===== src/rtl/ina226_supervisor_pkg.sv =====
// Shared FSM state encoding, fault indices and helpers for the INA226 power supervisor.
package ina226_supervisor_pkg;

  typedef enum logic [2:0] {
    IDLE,
    WAIT_DONE,
    MULTIPLY,
    UPDATE,
    WAIT_TIMER
  } state_t;

  localparam int FAULT_UV          = 0;
  localparam int FAULT_OV          = 1;
  localparam int FAULT_OC          = 2;
  localparam int FAULT_TIMEOUT     = 3;
  localparam int NUM_SAMPLE_FAULTS = 3;

  // Debounce counters stick at all-ones instead of wrapping back to zero.
  function automatic logic [7:0] sat_inc(input logic [7:0] c);
    return (c == 8'hFF) ? c : c + 8'd1;
  endfunction

endpackage


===== src/rtl/ema_filter.sv =====
// Exponential moving average: avg += (x - avg) >>> SHIFT, with the first sample loaded directly.
module ema_filter #(
  parameter int unsigned WIDTH  = 16,
  parameter int unsigned SHIFT  = 3,
  parameter bit          SIGNED = 1'b0
) (
  input  logic             clk,
  input  logic             rst,
  input  logic             in_valid,
  input  logic [WIDTH-1:0] din,
  output logic [WIDTH-1:0] dout
);

  // Two guard bits keep the difference of two full-range values exact.
  localparam int unsigned EW = WIDTH + 2;

  logic                 first_reg;
  logic signed [EW-1:0] din_ext;
  logic signed [EW-1:0] avg_ext;
  logic signed [EW-1:0] delta;

  assign din_ext = SIGNED ? {{2{din[WIDTH-1]}}, din} : {2'b00, din};
  assign avg_ext = SIGNED ? {{2{dout[WIDTH-1]}}, dout} : {2'b00, dout};
  assign delta   = din_ext - avg_ext;

  always_ff @(posedge clk or posedge rst) begin
    if (rst) begin
      first_reg <= 1'b1;
      dout      <= '0;
    end else if (in_valid) begin
      first_reg <= 1'b0;
      if (first_reg) begin
        dout <= din;
      end else begin
        dout <= WIDTH'(avg_ext + (delta >>> SHIFT));
      end
    end
  end

endmodule


===== src/rtl/ina226_power_supervisor.sv =====
// Paces INA226 polls, captures each reading, derives power and averages, and raises
// debounced UV/OV/OC plus poll-timeout faults.
module ina226_power_supervisor
  import ina226_supervisor_pkg::*;
#(
  parameter int unsigned        POLL_INTERVAL = 1000000,
  parameter int unsigned        TIMEOUT       = 65535,
  parameter int unsigned        AVG_SHIFT     = 3,
  parameter logic        [15:0] VBUS_MIN      = 16'd3840,
  parameter logic        [15:0] VBUS_MAX      = 16'd4160,
  parameter logic signed [15:0] IMAX          = 16'sd20000,
  parameter int unsigned        FAULT_COUNT   = 3
) (
  input  logic               clk,
  input  logic               rst,
  input  logic               enable,
  input  logic               ina_booting,
  output logic               poll_en,
  input  logic               poll_done,
  input  logic        [15:0] bus_voltage,
  input  logic signed [15:0] current_scaled,
  input  logic               fault_clear,
  output logic               sample_valid,
  output logic        [15:0] vbus_raw,
  output logic signed [15:0] current_raw,
  output logic signed [31:0] power,
  output logic        [15:0] vbus_avg,
  output logic signed [15:0] current_avg,
  output logic               fault_uv,
  output logic               fault_ov,
  output logic               fault_oc,
  output logic               fault_timeout,
  output logic               fault_any
);

  localparam logic [31:0] INTERVAL_LOAD = 32'(POLL_INTERVAL - 1);
  localparam logic [31:0] TIMEOUT_LOAD  = 32'(TIMEOUT - 1);

  state_t             state_reg;
  logic        [31:0] interval_cnt_reg;
  logic        [31:0] timeout_cnt_reg;
  logic               can_poll;
  logic               interval_done;
  logic               start_poll;
  logic               sample_update;
  logic signed [31:0] vbus_ext;
  logic signed [31:0] cur_ext;

  assign can_poll      = enable && !ina_booting;
  assign interval_done = (interval_cnt_reg == '0);
  assign sample_update = (state_reg == MULTIPLY);
  // UPDATE may issue directly so an overrunning poll restarts one cycle after it completes.
  assign start_poll    = can_poll && ((state_reg == IDLE) ||
                         (((state_reg == UPDATE) || (state_reg == WAIT_TIMER)) && interval_done));

  assign vbus_ext = {16'b0, vbus_raw};
  assign cur_ext  = {{16{current_raw[15]}}, current_raw};

  always_ff @(posedge clk or posedge rst) begin
    if (rst) begin
      state_reg        <= IDLE;
      interval_cnt_reg <= '0;
      timeout_cnt_reg  <= '0;
      poll_en          <= 1'b0;
      sample_valid     <= 1'b0;
      vbus_raw         <= '0;
      current_raw      <= '0;
      power            <= '0;
      fault_timeout    <= 1'b0;
    end else begin
      poll_en      <= 1'b0;
      sample_valid <= 1'b0;
      if (!interval_done)          interval_cnt_reg <= interval_cnt_reg - 32'd1;
      if (timeout_cnt_reg != '0)   timeout_cnt_reg  <= timeout_cnt_reg - 32'd1;
      if (fault_clear)             fault_timeout    <= 1'b0;
      if (start_poll) begin
        poll_en          <= 1'b1;
        interval_cnt_reg <= INTERVAL_LOAD;
        timeout_cnt_reg  <= TIMEOUT_LOAD;
      end
      unique case (state_reg)
        IDLE: begin
          if (start_poll) state_reg <= WAIT_DONE;
        end
        WAIT_DONE: begin
          if (poll_done) begin
            vbus_raw    <= bus_voltage;
            current_raw <= current_scaled;
            state_reg   <= MULTIPLY;
          end else if (timeout_cnt_reg == '0) begin
            fault_timeout <= 1'b1;
            state_reg     <= WAIT_TIMER;
          end
        end
        MULTIPLY: begin
          power        <= vbus_ext * cur_ext;
          sample_valid <= 1'b1;
          state_reg    <= UPDATE;
        end
        UPDATE, WAIT_TIMER: begin
          if (!interval_done) state_reg <= WAIT_TIMER;
          else if (start_poll) state_reg <= WAIT_DONE;
          else                 state_reg <= IDLE;
        end
        default: state_reg <= IDLE;
      endcase
    end
  end

  ema_filter #(.WIDTH(16), .SHIFT(AVG_SHIFT), .SIGNED(1'b0)) u_vbus_ema (
    .clk      (clk),
    .rst      (rst),
    .in_valid (sample_update),
    .din      (vbus_raw),
    .dout     (vbus_avg)
  );

  ema_filter #(.WIDTH(16), .SHIFT(AVG_SHIFT), .SIGNED(1'b1)) u_current_ema (
    .clk      (clk),
    .rst      (rst),
    .in_valid (sample_update),
    .din      (current_raw),
    .dout     (current_avg)
  );

  logic [16:0]                  cur_mag;
  logic [NUM_SAMPLE_FAULTS-1:0] viol;
  logic [NUM_SAMPLE_FAULTS-1:0] trip;
  logic [NUM_SAMPLE_FAULTS-1:0] flag_reg;
  logic [7:0]                   cnt_reg [NUM_SAMPLE_FAULTS];
  logic [7:0]                   cnt_inc [NUM_SAMPLE_FAULTS];

  // 17-bit magnitude so -32768 compares as +32768.
  assign cur_mag = current_raw[15] ? (17'd0 - {1'b1, current_raw}) : {1'b0, current_raw};

  assign viol[FAULT_UV] = (vbus_raw < VBUS_MIN);
  assign viol[FAULT_OV] = (vbus_raw > VBUS_MAX);
  assign viol[FAULT_OC] = (cur_mag > {1'b0, IMAX});

  generate
    for (genvar gi = 0; gi < NUM_SAMPLE_FAULTS; gi++) begin : g_fault
      assign cnt_inc[gi] = sat_inc(cnt_reg[gi]);
      assign trip[gi]    = viol[gi] && (cnt_inc[gi] >= 8'(FAULT_COUNT));
    end
  endgenerate

  // A trip on the same cycle as fault_clear leaves the flag set.
  always_ff @(posedge clk or posedge rst) begin
    if (rst) begin
      flag_reg <= '0;
      for (int i = 0; i < NUM_SAMPLE_FAULTS; i++) cnt_reg[i] <= '0;
    end else begin
      for (int i = 0; i < NUM_SAMPLE_FAULTS; i++) begin
        if (sample_update)    cnt_reg[i] <= viol[i] ? cnt_inc[i] : 8'd0;
        else if (fault_clear) cnt_reg[i] <= 8'd0;
        if (sample_update && trip[i]) flag_reg[i] <= 1'b1;
        else if (fault_clear)         flag_reg[i] <= 1'b0;
      end
    end
  end

  logic [3:0] fault_vec;

  assign fault_uv  = flag_reg[FAULT_UV];
  assign fault_ov  = flag_reg[FAULT_OV];
  assign fault_oc  = flag_reg[FAULT_OC];
  assign fault_vec[FAULT_UV]      = fault_uv;
  assign fault_vec[FAULT_OV]      = fault_ov;
  assign fault_vec[FAULT_OC]      = fault_oc;
  assign fault_vec[FAULT_TIMEOUT] = fault_timeout;
  assign fault_any = |fault_vec;

endmodule


===== config.mk =====
export PLATFORM = sky130hd
export DESIGN_NAME = ina226_power_supervisor
export DESIGN_NICKNAME = d
export VERILOG_FILES = /design/src/rtl/ina226_supervisor_pkg.sv /design/src/rtl/ema_filter.sv /design/src/rtl/ina226_power_supervisor.sv
export SDC_FILE = /design/constraint.sdc
export NUM_CORES = 1
export LEC_CHECK = 0
export BUFFER_PORTS_ARGS = -buffer_cell sky130_fd_sc_hd__clkbuf_2
export CAP_MARGIN = 20
export CORE_UTILIZATION = 55
export CTS_CLUSTER_DIAMETER = 40
export DETAILED_ROUTE_END_ITERATION = 6
export GPL_TIMING_DRIVEN = 0
export HOLD_SLACK_MARGIN = 0.15
export PLACE_DENSITY = 0.74
export SLEW_MARGIN = 40
export SYNTH_ARGS = -nofsm -noshare
export SYNTH_HDL_FRONTEND = slang
export SYNTH_SLANG_ARGS = --single-unit

===== constraint.sdc =====
create_clock -name clk -period 10.1 [get_ports clk]
set_input_delay 0.505 -clock clk [delete_from_list [all_inputs] [get_ports clk]]
set_output_delay 0.505 -clock clk [all_outputs]
set_load 0.01 [all_outputs]

After elaboration in Yosys (flattened, before gate mapping)
Index checks and enable logic that the tools add are counted.
{"block": "word_totals", "reg_bits": 194, "input_bits": 38, "output_inout_bits": 103, "wordCells": 103}
{"block": "classes", "addsub": 10, "n_mul": 1, "order_cmp": 6, "n_eq_ne": 10, "n_mux": 33, "reduce_logical": 25}
{"operator": "$mux 32", "count": 4}
{"operator": "$mux 8", "count": 10}
{"operator": "$logic_not 32->1", "count": 2}
{"operator": "$sub 32x1->32 const B", "count": 2}
{"operator": "$sub 16x16->17", "count": 2}
{"operator": "$add 16x14->16", "count": 2}
{"operator": "$mul 17x16->32", "count": 1}
{"operator": "$mux 16", "count": 2}
{"operator": "$reduce_bool 32->1", "count": 1}
{"operator": "$add 8x1->8 const B", "count": 3}
{"operator": "$eq 8x8->1 const B", "count": 3}
{"operator": "$ge 8x2->1 const B", "count": 3}
{"operator": "$gt 17x15->1 const B", "count": 1}
{"operator": "$mux 17", "count": 1}
{"operator": "$sub 1x17->17 const A", "count": 1}
{"operator": "$gt 16x13->1 const B", "count": 1}
{"operator": "$lt 16x12->1 const B", "count": 1}
{"operator": "$mux 3", "count": 4}
{"operator": "$pmux 3 s4", "count": 1}
{"operator": "$mux 1", "count": 11}
{"operator": "$reduce_bool 2->1", "count": 5}
{"operator": "$logic_and 1x1->1", "count": 9}
{"operator": "$eq 3x2->1 const B", "count": 2}
{"operator": "$reduce_and 2->1", "count": 2}
{"operator": "10 further kinds", "count": 11}

Depth between registers and ports, before layout
Gate-level depths: netlist of the first run.
{"block": "depth", "depth_word": 8, "depth_mapped": 24, "ltp_nobuf": 22}

Cells and area by module
A second synthesis of the first run with hierarchy kept.
{"block": "hier_totals", "cells_unflattened": 2314, "area_unflattened_um2": 20732.4}
{"mod": "ina226_power_supervisor", "instances": 1, "cells_per_inst": 1812, "area_per_inst_um2": 16589.7, "seq_area_each_um2": 4028.9}
{"mod": "ema_filter at u_current_ema", "instances": 1, "cells_per_inst": 252, "area_per_inst_um2": 2098.3, "seq_area_each_um2": 426.7}
{"mod": "ema_filter at u_vbus_ema", "instances": 1, "cells_per_inst": 250, "area_per_inst_um2": 2044.5, "seq_area_each_um2": 426.7}

Worst setup path before layout of the first run
Ideal clock, no wire load.
{"block": "synth_path", "path_type": "reg2reg", "startpoint": "register current_raw[9]", "endpoint": "register power[30]", "setup_ns": 0.124, "t_arrival_ns": 6.315, "t_required_ns": 9.976, "path_slack_ns": 3.661, "path_stages_with_launch": 24, "n_path_buf": 2, "period_less_slack_ns": 6.439, "path_cell_list": "dfrtp_1 clkbuf_1 clkbuf_1 nand2_1 fa_1 inv_1 fa_1 inv_1 fa_1 inv_1 fa_1 fa_1 inv_1 fa_1 inv_1 ha_1 and3_1 a311oi_1 o21ai_0 a211oi_1 o21ai_0 a211oi_1 nor4b_1 a211o_1"}
{"block": "synth_via", "elab_chain_cells": 1}
{"item": "start: declaration", "line_no": "ina226_power_supervisor.sv:25", "rtl": "output logic signed [15:0] current_raw,"}
{"item": "start signal: assignment", "line_no": "ina226_power_supervisor.sv:88", "rtl": "current_raw <= current_scaled;"}
{"item": "$mul 17x16->32", "line_no": "ina226_power_supervisor.sv:96", "rtl": "power <= vbus_ext * cur_ext;"}
{"item": "end signal: assignment", "line_no": "ina226_power_supervisor.sv:96"}
{"item": "end: declaration", "line_no": "ina226_power_supervisor.sv:26", "rtl": "output logic signed [31:0] power,"}
Every way passes these cells.
A chain may end at the register's enable or synchronous reset.

Worst setup path after layout of the first run
{"block": "layout_path", "startpoint": "register vbus_raw[12]", "endpoint": "register power[31]"}
{"block": "layout_via", "elab_chain_cells": 1}
{"item": "start: declaration", "line_no": "ina226_power_supervisor.sv:24", "rtl": "output logic [15:0] vbus_raw,"}
{"item": "start signal: assignment", "line_no": "ina226_power_supervisor.sv:87", "rtl": "vbus_raw <= bus_voltage;"}
{"item": "$mul 17x16->32", "line_no": "ina226_power_supervisor.sv:96"}
Every way passes these cells.

==> results_dict.tcl, run 1 <==
set metrics [dict create \
    hold_viol_final 0 \
    clk_pin_slew_ns 0.08 \
    crit_chain "clkbuf_1, clkbuf_1, nand2_1, fa_1, fa_1, fa_1, inv_1, fa_1, fa_1, inv_1, fa_1, inv_1, ha_1, and4_1, nor4bb_1, o221ai_1, o211ai_1, o221ai_1, a21oi_1, a21oi_1, xnor2_1, o21ai_0" \
    cts-root-buf "clkbuf_16" \
    multi_input_area_sq_um 13800 \
    clk_latency_ns 0.47 \
    min_period_ns 8.49 \
    grt_pass1_vias 17062 \
    overflow 0 \
    synth_area_sq_um 20300 \
    ys_seq_area_share_pct 24.0 \
    grt_usage_pct 30.3 \
    die_w_microns 194 \
    synth_edf_count 0 \
    worstMarginPinSlew_ns 0.990 \
    slowest_delay_ns 0.66 \
    routabilityCongestion 0.950 \
    cts_tree "built" \
    nNetsFinal 2862 \
    seq_area_sq_um 4860 \
    htree_num_levels 4 \
    dp_hpwl_microns 42500 \
    fillers 3084 \
    drt_iter0_markers 1272 \
    detail-route-antenna-nets 0 \
    yosysTopAreaCell "dfrtp_1" \
    portBuffers 140 \
    routedWlPerCell_microns 18.8 \
    drc 0 \
    cts_made_buffers 17 \
    drv_cap 0 \
    relSlewSlack_pct 34.0 \
    finalSetupViolations 0 \
    synth_fp_nets 2699 \
    top_layer "met4" \
    yosys_register_bits 194 \
    yosysWarnings 0 \
    clockBufferDepth 2 \
    cp_num_buf_inv 5 \
    crit_type "flop to flop" \
    grt_max_degree 76 \
    critPathLaunchType "flop" \
    yosysTopAreaCellShare_pct 23.8 \
    routed-wl-met3_microns 3920 \
    initial_core_util_pct 56.4 \
    drv_slew 0 \
    synth_cell_type_count 77 \
    synth_ff_type "dfrtp_1" \
    met2_length_microns 26200 \
    num_io_pins 141 \
    hold_class "input pin to flop" \
    vias_per_cell 5.83 \
    synth_area_leaders "dfrtp_1 24%, fa_1 19%, ha_1 11%" \
    dieHeight_microns 194 \
    cp.required_ns 10.43 \
    drive_above_1_share_pct 9.97 \
    end_kind "flop" \
    final.setup.tns_ns 0 \
    max_freq_mhz 118 \
    vias 17017 \
    grt_pass1_wl_microns 89700 \
    avgSynthCellArea_sq_um 8.88 \
    status "finished, final reports clean" \
    cts.sinks 194 \
    syn-instance-count 2282 \
    drtPass1Iterations 7 \
    crit_path_max_fanout 10 \
    core_sq_um 35900 \
    wirelength_microns 55000 \
    postSynth.asyncResetShare_pct 100 \
    antenna_found_initial 2 \
    rows 69 \
    cp_slowest_cell "clkbuf_1" \
    layout_common_cells "309 x inv_1, 266 x nand2_1, 196 x fa_1" \
    wl_met1_microns 22800 \
    arrival_ns 8.82 \
    areaGrowthSynthToFinish_pct 9.76 \
    clock_skew_ns 0.0109 \
    cts_setup_buffers 0 \
    cp_top_family "adder cells" \
    die-area_sq_um 37600 \
    rsz0062_at_grt "no" \
    cp_common_cell "fa_1" \
    timing.final.crit_share_pct 84.0 \
    final_common_cell "inv_1" \
]
-- worst register-to-register path, delay by kind of cell, from the launching register on --
family | cells | cell delay (ns)
buf+inv | 5 | 1.42
simple gates | 3 | 1.06
compound gates | 6 | 1.59
fa+ha+maj | 7 | 3.40
flops | 1 | 0.46
xor+xnor | 1 | 0.41
-- per-stage QoR --
| stage | cell area [sq um] | hold slack, ns | setup WS [ns] | instances | utilization (%) |
|---|---|---|---|---|---|
| floorplan | 20300 | 0.480 | 3.66 | 2282 | - |
| global placement | 21500 | 0.458 | 1.82 | 2883 | 60.0 |
| detailed placement | 21600 | 0.420 | 1.80 | 2886 | 60.2 |
| CTS | 22200 | 0.238 | 1.77 | 2919 | 61.9 |
| global route | 22200 | 0.249 | 1.42 | 2919 | 61.9 |
| finish | 22200 | 0.244 | 1.61 | 2920 | 61.9 |
-- what timing repair did --
| item | 4_1_cts | 5_1_grt |
|---|---|---|
| endpoints found under the hold margin | 6 | 0 |
| gates resized for setup | 0 | 0 |
| hold buffers | 1 | 0 |
-- cell usage after synthesis (all sizes together) (4+ instances only) --
| library cell | n |
|---|---|
| o41ai | 4 |
| a21oi | 105 |
| nand3 | 41 |
| ha | 183 |
| a21o | 27 |
| nor3b | 6 |
| and2 | 123 |
| xor2 | 45 |
| a22oi | 5 |
| a211o | 4 |
| clkbuf | 94 |
| xnor2 | 78 |
| nor2 | 133 |
| o31a | 5 |
| inv | 312 |
| nor2b | 18 |
| nand2 | 266 |
| o31ai | 10 |
| a31oi | 12 |
| nand2b | 28 |
| and3 | 19 |
| o21ai | 110 |
| o22ai | 7 |
| a2111oi | 4 |
| or2 | 4 |
| a21boi | 4 |
| a211oi | 29 |
| o22a | 4 |
| or3 | 15 |
| mux2i | 5 |
| mux2 | 30 |
| or4 | 19 |
| buf | 9 |
| nor3 | 41 |
| nor4 | 18 |
| o21bai | 8 |
| fa | 196 |
| o21a | 21 |
| dfrtp | 193 |
| nand4 | 7 |
-- final cells by class --
cell class                 count  share of cell area (%)
sequential                   194                    21.8
clock inverter                14                   0.641
buffer                       103                    1.87
multi-input combinational   1673                    62.2
clock buffer                  18                    1.97
timing repair buffer         144                    3.57
tap                          461                    2.59
antenna                        1                  0.0113
inverter                     312                    5.30
-- worst paths after layout --
path                              startpoint             end  slack [ns]  depth (start not counted)
setup reg to reg                vbus_raw[12]       power[31]        1.61                         22
hold reg to reg                     power[4]        power[4]        0.47                          2
setup / recovery                vbus_raw[12]       power[31]        1.61                         22
max in group asynchronous                rst       power[12]        8.82                          5
min in group asynchronous                rst       power[23]        0.48                          3
hold / removal             current_scaled[1]  current_raw[1]        0.24                          3
-- kinds of logic (layout without fill, tap and decap cells) --
family | after synthesis | in the layout | synth area share [%]
and+or+nand+nor | 750 | 750 | 18.4
buffers and inverters | 415 | 591 | 7.81
AOI/OAI and AO/OA | 386 | 386 | 11.9
adders and majority gates | 379 | 379 | 30.7
DFF | 194 | 194 | 24.0
xor gates and xnor gates | 123 | 123 | 5.32
muxes | 35 | 35 | 1.91
other | 0 | 1 | 0
-- routing by layer --
layer	vias up	GRT usage, %
met5	-	0
met4	0	12.6
met3	116	4.78
met2	683	49.9
met1	8397	40.0
li1	7821	-
Power of run 1 is not shown: default switching activity piles up to over one toggle a cycle in this logic, so the estimate is an artifact.
==> run 2, diff against run 1 <==
- PLACE_DENSITY: 0.74 -> 0.77
- clock period: 10.1 -> 7.4 ns (I/O delays scaled with it)
==> run 2 against run 1 <==
Net effect: setup slack got worse by 1.4 ns; cell count grew 0.75%; fmax increased by 19%.
==> results_dict.tcl, run 2 (synthesis gave the netlist of run 1 again) <==
set metrics [dict create \
    portBuffers 140 \
    vias 17272 \
    grt_pass1_vias 17640 \
    cts-root-buf "clkbuf_16" \
    clock_skew_ns 0.0104 \
    critPathLaunchType "flop" \
    routabilityCongestion 0.949 \
    routedWlPerCell_microns 18.8 \
    clockBufferDepth 2 \
    setup_ws_ns 0.258 \
    hold_class "input pin to flop" \
    max_freq_mhz 140 \
    finalSetupViolations 0 \
    cp_num_buf_inv 7 \
    seq_area_sq_um 4860 \
    fillers 2932 \
    drv_cap 0 \
    nNetsFinal 2885 \
    wirelength_microns 55300 \
    rows 69 \
    timing.final.crit_share_pct 96.5 \
    drv_slew 0 \
    dieHeight_microns 194 \
    final_common_cell "inv_1" \
    n_antenna_cell 0 \
    final.setup.tns_ns 0 \
    cp_common_cell "fa_1" \
    vias_per_cell 5.87 \
    clk_latency_ns 0.48 \
    cts_made_buffers 17 \
    die-area_sq_um 37600 \
    cts_tree "built" \
    overflow 0 \
    end_kind "flop" \
    arrival_ns 7.47 \
    hold_viol_final 0 \
    clk_pin_slew_ns 0.08 \
    antenna_found_initial 2 \
    drc 0 \
    layout_common_cells "308 x inv_1, 266 x nand2_1, 196 x fa_1" \
    die_w_microns 194 \
    crit_chain "buf_2, clkbuf_2, nand2_1, fa_1, inv_1, fa_1, inv_1, fa_1, inv_1, fa_1, fa_1, inv_1, fa_1, inv_1, ha_1, and4_1, nor4bb_4, o221ai_2, o211ai_1, o221ai_2, a21oi_1, a21oi_1, xnor2_2, o21ai_0" \
    dp_hpwl_microns 42200 \
    num_io_pins 141 \
    cp.required_ns 7.73 \
    dp_slack_ns -1.03 \
    drt_iter0_markers 1241 \
    holdWs_ns 0.166 \
    initial_core_util_pct 56.4 \
    grt_pass1_wl_microns 90400 \
    slowest_delay_ns 0.53 \
    detail-route-antenna-nets 0 \
    cts.sinks 194 \
    crit_path_max_fanout 10 \
    min_period_ns 7.14 \
    cp_slowest_cell "fa_1" \
    crit_type "flop to flop" \
    core_sq_um 35900 \
    areaGrowthSynthToFinish_pct 11.9 \
    grt_usage_pct 30.5 \
    cp_top_family "adder cells" \
    worstMarginPinSlew_ns 0.894 \
    relSlewSlack_pct 40.4 \
    multi_input_area_sq_um 13900 \
    grt_max_degree 79 \
    drive_above_1_share_pct 12.3 \
    status "finished, final reports clean" \
    htree_num_levels 4 \
    drtPass1Iterations 6 \
]
run 2: routing by layer:
layer | track usage, % | vias up | wire (microns)
li1 | - | 7872 | -
met1 | 38.8 | 8467 | 22400
met2 | 50.0 | 747 | 25900
met3 | 5.60 | 184 | 4290
met4 | 15.1 | 2 | 2700
met5 | 0 | - | 13
run 2: final timing paths:
path / startpoint / end / slack [ns] / cells after the start
worst max-delay path: vbus_raw[6] / power[31] / 0.26 / 24
min in group asynchronous: rst / power[21] / 0.44 / 3
max in group asynchronous: rst / u_vbus_ema.first_reg / 6.24 / 4
worst min-delay path: bus_voltage[15] / vbus_raw[15] / 0.17 / 2
worst max register to register: vbus_raw[6] / power[31] / 0.26 / 24
worst min register to register: power[4] / power[4] / 0.48 / 2
run 2: repair_timing:
action                                  in CTS  in global routing
endpoints found under the setup margin       9                  7
gates resized for setup                     45                 63
gates cloned                                 0                  0
pin swaps                                    1                  3
setup buffers                                1                  3
hold endpoints to repair                    71                  1
hold buffers                                29                  1
run 2: metrics by stage:
| stage | utilization (%) | instance area (sq um) | instances |
|---|---|---|---|
| after floorplan | - | 20300 | 2282 |
| after global placement | 60.0 | 21500 | 2883 |
| after detailed placement | 60.2 | 21600 | 2885 |
| after CTS | 62.8 | 22600 | 2942 |
| after global routing | 63.1 | 22700 | 2942 |
| final | 63.1 | 22700 | 2942 |
run 2: final cells by class:
class	instances	area share, %
plain buffers	94	2.12
clock buffers	17	1.88
clock inverters	15	0.751
inverters	312	5.22
multi-input cells	1673	61.2
flip-flops and latches	194	21.5
well taps	461	2.54
repair buffers	176	4.79
Power of run 2 is left out for the same reason.
